===== config.mk =====
export PLATFORM = sky130hd
export DESIGN_NAME = conv_frame_writer
export DESIGN_NICKNAME = d
export VERILOG_FILES = /design/src/rtl/conv_frame_writer.sv
export SDC_FILE = /design/constraint.sdc
export NUM_CORES = 1
export LEC_CHECK = 0
export ABC_AREA = 1
export CORE_MARGIN = 4
export CORE_UTILIZATION = 54
export CTS_CLUSTER_DIAMETER = 100
export DETAILED_ROUTE_END_ITERATION = 16
export PLACE_DENSITY = 0.76
export SKIP_CTS_REPAIR_TIMING = 1
export SLEW_MARGIN = 20
export SYNTH_ARGS = -nofsm -noshare
export SYNTH_HDL_FRONTEND = slang
export SYNTH_SLANG_ARGS = --single-unit

===== constraint.sdc =====
create_clock -name clk -period 2.6 [get_ports clk]
set_input_delay 0.52 -clock clk [delete_from_list [all_inputs] [get_ports clk]]
set_output_delay 0.52 -clock clk [all_outputs]
set_load 0.005 [all_outputs]

===== src/rtl/conv_frame_writer.sv =====
// Frame-capture sink: drops warm-up and wrap-around pixels from the convolution
// stream and writes interior pixels to frame memory through a small write FIFO.
module conv_frame_writer #(
    parameter int WORD_SIZE  = 8,
    parameter int ROW_SIZE   = 540,
    parameter int NUM_ROWS   = 540,
    parameter int SKIP       = 1085,
    parameter int FIFO_DEPTH = 4
) (
    input  logic                                               clk,
    input  logic                                               rst_n,
    input  logic                                               start,
    input  logic                                               in_valid,
    input  logic [WORD_SIZE-1:0]                               in_pixel,
    output logic                                               wr_valid,
    input  logic                                               wr_ready,
    output logic [$clog2((ROW_SIZE-2)*(NUM_ROWS-2))-1:0]       wr_addr,
    output logic [WORD_SIZE-1:0]                               wr_data,
    output logic                                               busy,
    output logic                                               frame_done,
    output logic                                               overflow
);

    localparam int ADDR_W = $clog2((ROW_SIZE-2)*(NUM_ROWS-2));
    localparam int COL_W  = $clog2(ROW_SIZE);
    localparam int ROW_W  = $clog2(NUM_ROWS);
    localparam int SKIP_W = (SKIP > 1) ? $clog2(SKIP) : 1;
    localparam int PTR_W  = $clog2(FIFO_DEPTH);
    localparam int CNT_W  = PTR_W + 1;

    typedef enum logic [1:0] {
        ST_IDLE,
        ST_SKIP,
        ST_CAPTURE,
        ST_DRAIN
    } state_t;

    state_t              state_q, state_d;
    logic [SKIP_W-1:0]   skip_q, skip_d;
    logic [COL_W-1:0]    col_q, col_d;
    logic [ROW_W-1:0]    row_q, row_d;
    logic [ADDR_W-1:0]   addr_q, addr_d;
    logic                ovf_q, ovf_d;
    logic                done_q, done_d;
    logic [PTR_W-1:0]    wr_ptr_q, wr_ptr_d;
    logic [PTR_W-1:0]    rd_ptr_q, rd_ptr_d;
    logic [CNT_W-1:0]    cnt_q, cnt_d;

    logic [ADDR_W-1:0]    addr_mem [FIFO_DEPTH];
    logic [WORD_SIZE-1:0] data_mem [FIFO_DEPTH];

    logic push;
    logic pop;
    logic fifo_full;
    logic fifo_wr;

    assign fifo_full = (cnt_q == CNT_W'(FIFO_DEPTH));
    assign pop       = wr_valid && wr_ready;
    // A full FIFO still takes a push when the head leaves on the same edge.
    assign fifo_wr   = push && (!fifo_full || pop);

    always_comb begin
        // NOTE: every signal gets a default first so no path leaves it unassigned, which would infer a latch.
        state_d = state_q;
        skip_d  = skip_q;
        col_d   = col_q;
        row_d   = row_q;
        addr_d  = addr_q;
        ovf_d   = ovf_q;
        done_d  = 1'b0;
        push    = 1'b0;

        unique case (state_q)
            ST_IDLE: begin
                if (start) begin
                    skip_d  = '0;
                    col_d   = '0;
                    row_d   = '0;
                    addr_d  = '0;
                    ovf_d   = 1'b0;
                    state_d = (SKIP == 0) ? ST_CAPTURE : ST_SKIP;
                end
            end
            ST_SKIP: begin
                if (in_valid) begin
                    skip_d = skip_q + 1'b1;
                    if (skip_q == SKIP_W'(SKIP - 1)) state_d = ST_CAPTURE;
                end
            end
            ST_CAPTURE: begin
                if (in_valid) begin
                    if (col_q == COL_W'(ROW_SIZE - 1)) begin
                        col_d = '0;
                        row_d = row_q + 1'b1;
                    end else begin
                        col_d = col_q + 1'b1;
                    end
                    // The last two columns of each row are window wrap-around garbage.
                    if (col_q < COL_W'(ROW_SIZE - 2)) begin
                        push   = 1'b1;
                        addr_d = addr_q + 1'b1;
                        if (fifo_full && !pop) ovf_d = 1'b1;
                        if (row_q == ROW_W'(NUM_ROWS - 3) && col_q == COL_W'(ROW_SIZE - 3))
                            state_d = ST_DRAIN;
                    end
                end
            end
            ST_DRAIN: begin
                if (cnt_q == '0 || (cnt_q == CNT_W'(1) && pop)) begin
                    state_d = ST_IDLE;
                    done_d  = 1'b1;
                end
            end
            default: state_d = ST_IDLE;
        endcase
    end

    always_comb begin
        wr_ptr_d = fifo_wr ? wr_ptr_q + 1'b1 : wr_ptr_q;
        rd_ptr_d = pop ? rd_ptr_q + 1'b1 : rd_ptr_q;
        unique case ({fifo_wr, pop})
            2'b10:   cnt_d = cnt_q + 1'b1;
            2'b01:   cnt_d = cnt_q - 1'b1;
            default: cnt_d = cnt_q;
        endcase
    end

    // NOTE: sequential state uses non-blocking assignments so every register samples pre-edge values.
    always_ff @(posedge clk or negedge rst_n) begin
        if (!rst_n) begin
            state_q  <= ST_IDLE;
            skip_q   <= '0;
            col_q    <= '0;
            row_q    <= '0;
            addr_q   <= '0;
            ovf_q    <= 1'b0;
            done_q   <= 1'b0;
            wr_ptr_q <= '0;
            rd_ptr_q <= '0;
            cnt_q    <= '0;
        end else begin
            state_q  <= state_d;
            skip_q   <= skip_d;
            col_q    <= col_d;
            row_q    <= row_d;
            addr_q   <= addr_d;
            ovf_q    <= ovf_d;
            done_q   <= done_d;
            wr_ptr_q <= wr_ptr_d;
            rd_ptr_q <= rd_ptr_d;
            cnt_q    <= cnt_d;
        end
    end

    // NOTE: FIFO storage is not reset; the outputs are masked by wr_valid so stale entries never show.
    always_ff @(posedge clk) begin
        if (fifo_wr) begin
            addr_mem[wr_ptr_q] <= addr_q;
            data_mem[wr_ptr_q] <= in_pixel;
        end
    end

    assign wr_valid   = (cnt_q != '0);
    assign wr_addr    = wr_valid ? addr_mem[rd_ptr_q] : '0;
    assign wr_data    = wr_valid ? data_mem[rd_ptr_q] : '0;
    assign busy       = (state_q != ST_IDLE);
    assign frame_done = done_q;
    assign overflow   = ovf_q;

endmodule

; Yosys cells after proc, flatten, opt, wreduce, memory -nomap -nowiden
; Memories as Yosys holds them, arrays and structs flattened.
; Cells that the tools add are included.
[word_totals]
ram_bits = 108
regBits = 61
elab_cells = 100
in_bits = 13
out_inout_bits = 31
n_memories = 2
[op_classes]
reduce_logical = 22
n_eq_ne = 20
order_cmp = 1
n_addsub = 8
n_mux = 37
[memory_table]
columns = memory, depth, width, rd, rd_ports_with_merged_regs, wr, line_no
row1 = addr_mem, 4, 19, 1, 0, 1, 49  ; logic [ADDR_W-1:0] addr_mem [FIFO_DEPTH];
row2 = data_mem, 4, 8, 1, 0, 1, 50  ; logic [WORD_SIZE-1:0] data_mem [FIFO_DEPTH];
[ops]
columns = operator, count
row1 = 19-bit 2-to-1 mux, 4
row2 = 10-bit 2-to-1 mux, 5
row3 = 10-bit one-hot mux with 2 select lines, 2
row4 = 19-bit one-hot mux with 2 select lines, 1
row5 = "10-bit == test, second input constant", 3
row6 = 11-bit 2-to-1 mux, 2
row7 = 11-bit one-hot mux with 2 select lines, 1
row8 = "10-bit by 1-bit adder with 10-bit output, second input constant", 2
row9 = "19-bit by 1-bit adder with 19-bit output, second input constant", 1
row10 = "2-bit != test, second input constant", 9
row11 = 2-bit 2-to-1 mux, 7
row12 = "11-bit by 1-bit adder with 11-bit output, second input constant", 1
row13 = "11-bit == test, second input constant", 1
row14 = 1-bit 2-to-1 mux, 11
row15 = "10-bit < comparator, second input constant", 1
row16 = 8-bit 2-to-1 mux, 1
row17 = 2-bit one-hot mux with 4 select lines, 1
row18 = 4-bit AND reduction, 2
row19 = 2-bit nonzero test, 4
row20 = 7-bit AND reduction, 1
row21 = "2-bit == test, second input constant", 3
row22 = 3-bit one-hot mux with 2 select lines, 1
row23 = 3-bit AND reduction, 2
row24 = 1-bit logical AND, 5
row25 = 13 further kinds, 17

; Logic depth before layout (Yosys ltp)
; Gate-level depths: netlist (run 1).
[logic_depth]
word_depth = 8
mapped_depth = 11
mapped_depth_nobuf = 11

; Worst setup path before layout (run 1)
; OpenSTA, ideal clock, no wires.
[synth_path]
path_kind = register to register
start = reg state_q[0]
end = mem addr_mem[0][0] in the netlist's numbering (enable)
arrival_ns = 2.443
period_less_slack_ns = 2.854
slack_ns = -0.254
n_path_buf = 0
path_stages_with_launch = 9
path_cell_list = dfrtp_1 > inv_1 > ha_1 > nand2_1 > inv_1 > nand3_1 > nor2_2 > inv_1 > nor2_1
[synth_between]
elab_chain_len = 5
[synth_rtl]
columns = element, line_no
row1 = start: declaration, 38  ; state_t state_q, state_d;
row2 = start signal: assignment, 142  ; state_q <= state_d;
row3 = 2-bit == test, 73  ; unique case (state_q)
row4 = 1-bit 2-to-1 mux, 73
row5 = 1-bit logical AND, 60  ; assign fifo_wr = push && (!fifo_full || pop);
row6 = 1-bit 2-to-1 mux, 157  ; if (fifo_wr) begin
row7 = 1-bit 2-to-1 mux (implied by the code), 158  ; addr_mem[wr_ptr_q] <= addr_q;
row8 = end: declaration, 49
; No other way between the ends.

; Worst setup path in the final report (run 1)
[layout_path]
start = reg cnt_q[0]
end = out wr_addr[15]
[layout_between]
elab_chain_len = 2
[layout_rtl]
columns = element, line_no
row1 = start: declaration, 47  ; logic [CNT_W-1:0] cnt_q, cnt_d;
row2 = start signal: assignment, 151  ; cnt_q <= cnt_d;
row3 = 3-bit nonzero test, 163  ; assign wr_valid = (cnt_q != '0);
row4 = 19-bit 2-to-1 mux, 164  ; assign wr_addr = wr_valid ? addr_mem[rd_ptr_q] : '0;
row5 = end: declaration, 17  ; output logic [$clog2((ROW_SIZE-2)*(NUM_ROWS-2))-1:0] wr_addr,
; No other way between the ends.

==> results, run 1 <==
- The flow ran to the end, but the final reports show violations.
- The checks that failed: negative hold slack, negative setup slack.
- After the first detailed-routing iteration, the DRC count stood at 427.
- The fraction of layout instances using a drive strength above 1 is 0.0998.
- The initial core utilization is 0.551.
- Cell internal power was estimated by the tool at 5.91 mW.
- The worst hold-check slack is -0.00555 ns.
- The count of cell types in the netlist is 36.
- The number of clock sinks is 169.
- The H-tree depth is 4.
- Clock-pin slew was measured on the worst setup and hold paths at 0.07 ns.
- The per-cell routed wire length is 14.9 um.
- The placer congestion estimate is 0.862.
- The floorplan step set the die height to 130 um.
- At the pin with the least slew margin, the transition time is 0.521 ns.
- The die covers 16,800 sq um.
- The global route total overflow is 0.
- The first global-routing pass estimated 26.8 mm of wire.
- The number of nets with antenna violations after routing is 0.
- The number of antenna violations at the first check in global routing was 0.
- The share of power burned in the clock network is 0.245.
- In this run the cell area of the synthesized design comes to 8000 sq um.
- The cell chosen for the clock root is sky130_fd_sc_hd__clkbuf_16.
- The post-route minimum period is 2.70 ns.
- Clock latency on the worst-skew pair, taken at its later pin, is 0.43 ns.
- The worst pin sits at a relative slew slack of 0.652.
- For this run, the total global-route usage over all layers was measured as 0.203.
- The vias per cell is 5.38.
- The final period utilization is 1.04.
- Static timing analysis puts the maximum clock frequency at 0.371 GHz.
- The worst setup slack for register-to-register paths is 0.53 ns.
- Leaving out fill and tap cells, the most frequent cells in the layout are sky130_fd_sc_hd__nor2_1, sky130_fd_sc_hd__nand2_1, sky130_fd_sc_hd__edfxtp_1.
- Between clock sinks in the finished design, the worst skew comes to 0.0103 ns.
- Dividing total power by cell area gives a power density of 990 nW/um^2.
- The placed wire-length estimate is 10.7 mm.
- The core area is 14,500 sq um.
- In this run the worst path has a maximum fanout of 28.
- The count of warnings emitted by yosys is 0.
- The flip-flop and latch count after synthesis is 169.
- A synthesized cell averages 9.50 sq um.
- The horizontal die dimension is 130 um.
- The final route contains 5,897 vias.
- The reported leakage power is 3.97 nW.
- The clock passes through at most 2 buffers.
- The sequential-to-total area share from yosys stat is 0.596.
- Setup violations remaining at the end of the flow were counted as 7.
- Setup repair after global routing could not meet its margin everywhere.
- The path class of the tightest hold or removal check is input port to asynchronous set/reset pin.
- The switching share of power is 0.367.
- Summing internal, switching and leakage power gives 9.34 mW.
- Once routing completed, OpenROAD measured the worst setup slack at -0.0956 ns.
- Data on the critical path is required at its endpoint by 2.08 ns.
- Entering global routing, the biggest net connects 45 pins.
- The area growth from synthesis to layout is 17.9%.
- Including well taps, the total number of placed cells is 1,061.
- The number of placed I/O pins is 44.
- Synthesis produced 842 cells.
- After floorplanning, the core was divided into 44 placement rows.
- The data arrival time of the worst path is 2.18 ns.
- The number of buffers created by CTS is 17.
- The first detailed-routing pass ran for 5 iterations.
- The count of maximum capacitance violations is 0.
- Across the VDD grid, the largest voltage drop is 0.737 mV.
- Excluding fillers, the count of instances in the completed layout stands at 1,096.
- The critical path start-end classification is flip-flop to primary output.
- The antenna diode count is 0.
- The startpoint type of the worst setup path is a flip-flop.
- TritonCTS built the clock tree.
- The combinational power share is 0.396.
- The most frequent standard cell in the layout excluding fill and tap cells is sky130_fd_sc_hd__nor2_1.
- The total number of nets in the final design is 931.
- Counting every net in the synthesized netlist gives 874.
- The number of design rule violations left after detail routing is 0.
- The via count of the first global-routing pass was 5,576.
- Summed over all nets, the switching power comes to 3.43 mW.
- Buffers placed on the I/O ports in this run total 43.
- The sequential fraction of design power is 0.359.
- The final hold violation count is 12.
- STA classifies the critical path endpoint as a primary output.
- The routed wire length is 16.3 mm.
- The max-slew violation count is 0.
state kept, by name (all words and copies together), names as in the netlist:
signal / flops
addr_mem: 76
data_mem: 32
addr_q: 19
skip_q: 11
col_q: 10
row_q: 10
cnt_q: 3
rd_ptr_q: 2
state_q: 2
wr_ptr_q: 2
frame_done: 1
overflow: 1
path summary, 6_finish.rpt:
check / start / endpoint / cells past startpoint
min reg2reg: skip_q[4] / skip_q[4] / 2
min: rst_n / addr_q[11] / 1
max in group asynchronous: rst_n / rd_ptr_q[1] / 2
max reg2reg: state_q[0] / addr_q[17] / 9
min in group clk: skip_q[4] / skip_q[4] / 2
max: cnt_q[0] / wr_addr[15] / 7
kinds of logic (layout without fill, tap and decap cells):
| group | after synthesis | count (layout) | share of synthesized area |
|---|---|---|---|
| AOI/OAI and AO/OA | 133 | 133 | 0.0910 |
| xor gates and xnor gates | 24 | 24 | 0.0263 |
| adders and majority gates | 19 | 19 | 0.0297 |
| buffers and inverters | 98 | 168 | 0.0505 |
| DFF | 169 | 169 | 0.596 |
| and+or+nand+nor | 399 | 399 | 0.206 |
worst max-delay path, stage by stage (launching register included):
cell and delay [ns]:
sky130_fd_sc_hd__dfrtp_1 0.39, sky130_fd_sc_hd__inv_1 0.10, sky130_fd_sc_hd__ha_1 0.23, sky130_fd_sc_hd__nand2_2 0.11, sky130_fd_sc_hd__inv_2 0.05, sky130_fd_sc_hd__buf_12 0.16, sky130_fd_sc_hd__a21oi_2 0.17, sky130_fd_sc_hd__clkdlybuf4s50_1 0.53
power groups by stage:
stage	Clock (mW)	Combinational [mW]	Sequential, mW
after floorplan	0	2.22	3.32
after global placement	0	3.58	3.38
after detailed placement	0	3.65	3.40
after CTS	2.32	3.67	3.34
after global routing	2.44	4.12	3.38
final	2.29	3.70	3.35
per-stage QoR:
step	TNS (ns)	instance area, sq um	hold slack, ns	utilization	setup slack (ns)
finish	-0.408	9430	-0.00555	0.649	-0.0956
global route	-1.03	9430	0.00936	0.649	-0.161
CTS	-3.30	9300	-0.00509	0.640	-0.245
detailed placement	0	8770	0.449	0.604	0.225
global placement	0	8770	0.445	0.604	0.294
floorplan	-27.45	8000	0.224	-	-0.254
layout make-up:
cell class,count,area (sq um)
Sequential cell,169,4770
Fill cell,1184,5100
Clock inverter,13,98.8
Clock buffer,19,433
Timing Repair Buffer,65,762
Inverter,71,269
Tap cell,184,230
Multi-Input combinational cell,575,2870
per-layer routing:
layer,GRT usage,part of all wire,up-vias
met2,0.324,0.47,154
met1,0.278,0.46,2785
met5,0,0,-
met4,0.0672,0.014,0
li1,-,-,2935
met3,0.0454,0.055,23
cells in the mapped netlist (all sizes together):
cell	count	area share
edfxtp	108	0.41
inv	71	0.033
a31oi	2	0.0016
nor2	169	0.081
nor3	13	0.0081
o31ai	4	0.0038
xnor2	6	0.0066
a21boi	3	0.0028
o21bai	1	0.00094
a21oi	38	0.027
and3	1	0.00078
nand4	15	0.012
nor3b	1	0.00094
o22ai	2	0.0016
a31o	1	0.0011
or2	1	0.00078
nand3	44	0.028
buf	19	0.013
o21ai	82	0.053
ha	19	0.030
clkbuf	8	0.0038
nand3b	1	0.00094
xor2	18	0.020
nand2	154	0.074
dfrtp	61	0.19
Note: power is estimated with default switching activity, not from simulation.
==> run 2, diff against run 1 <==
--- a/config.mk
+++ b/config.mk
@@ -6,6 +6,7 @@
 export NUM_CORES = 1
 export LEC_CHECK = 0
 export ABC_AREA = 1
+export CAP_MARGIN = 20
 export CORE_MARGIN = 4
 export CORE_UTILIZATION = 54
 export CTS_CLUSTER_DIAMETER = 100
==> results of run 2 <==
No change in the layout: final DEF, timing and power equal those of run 1.
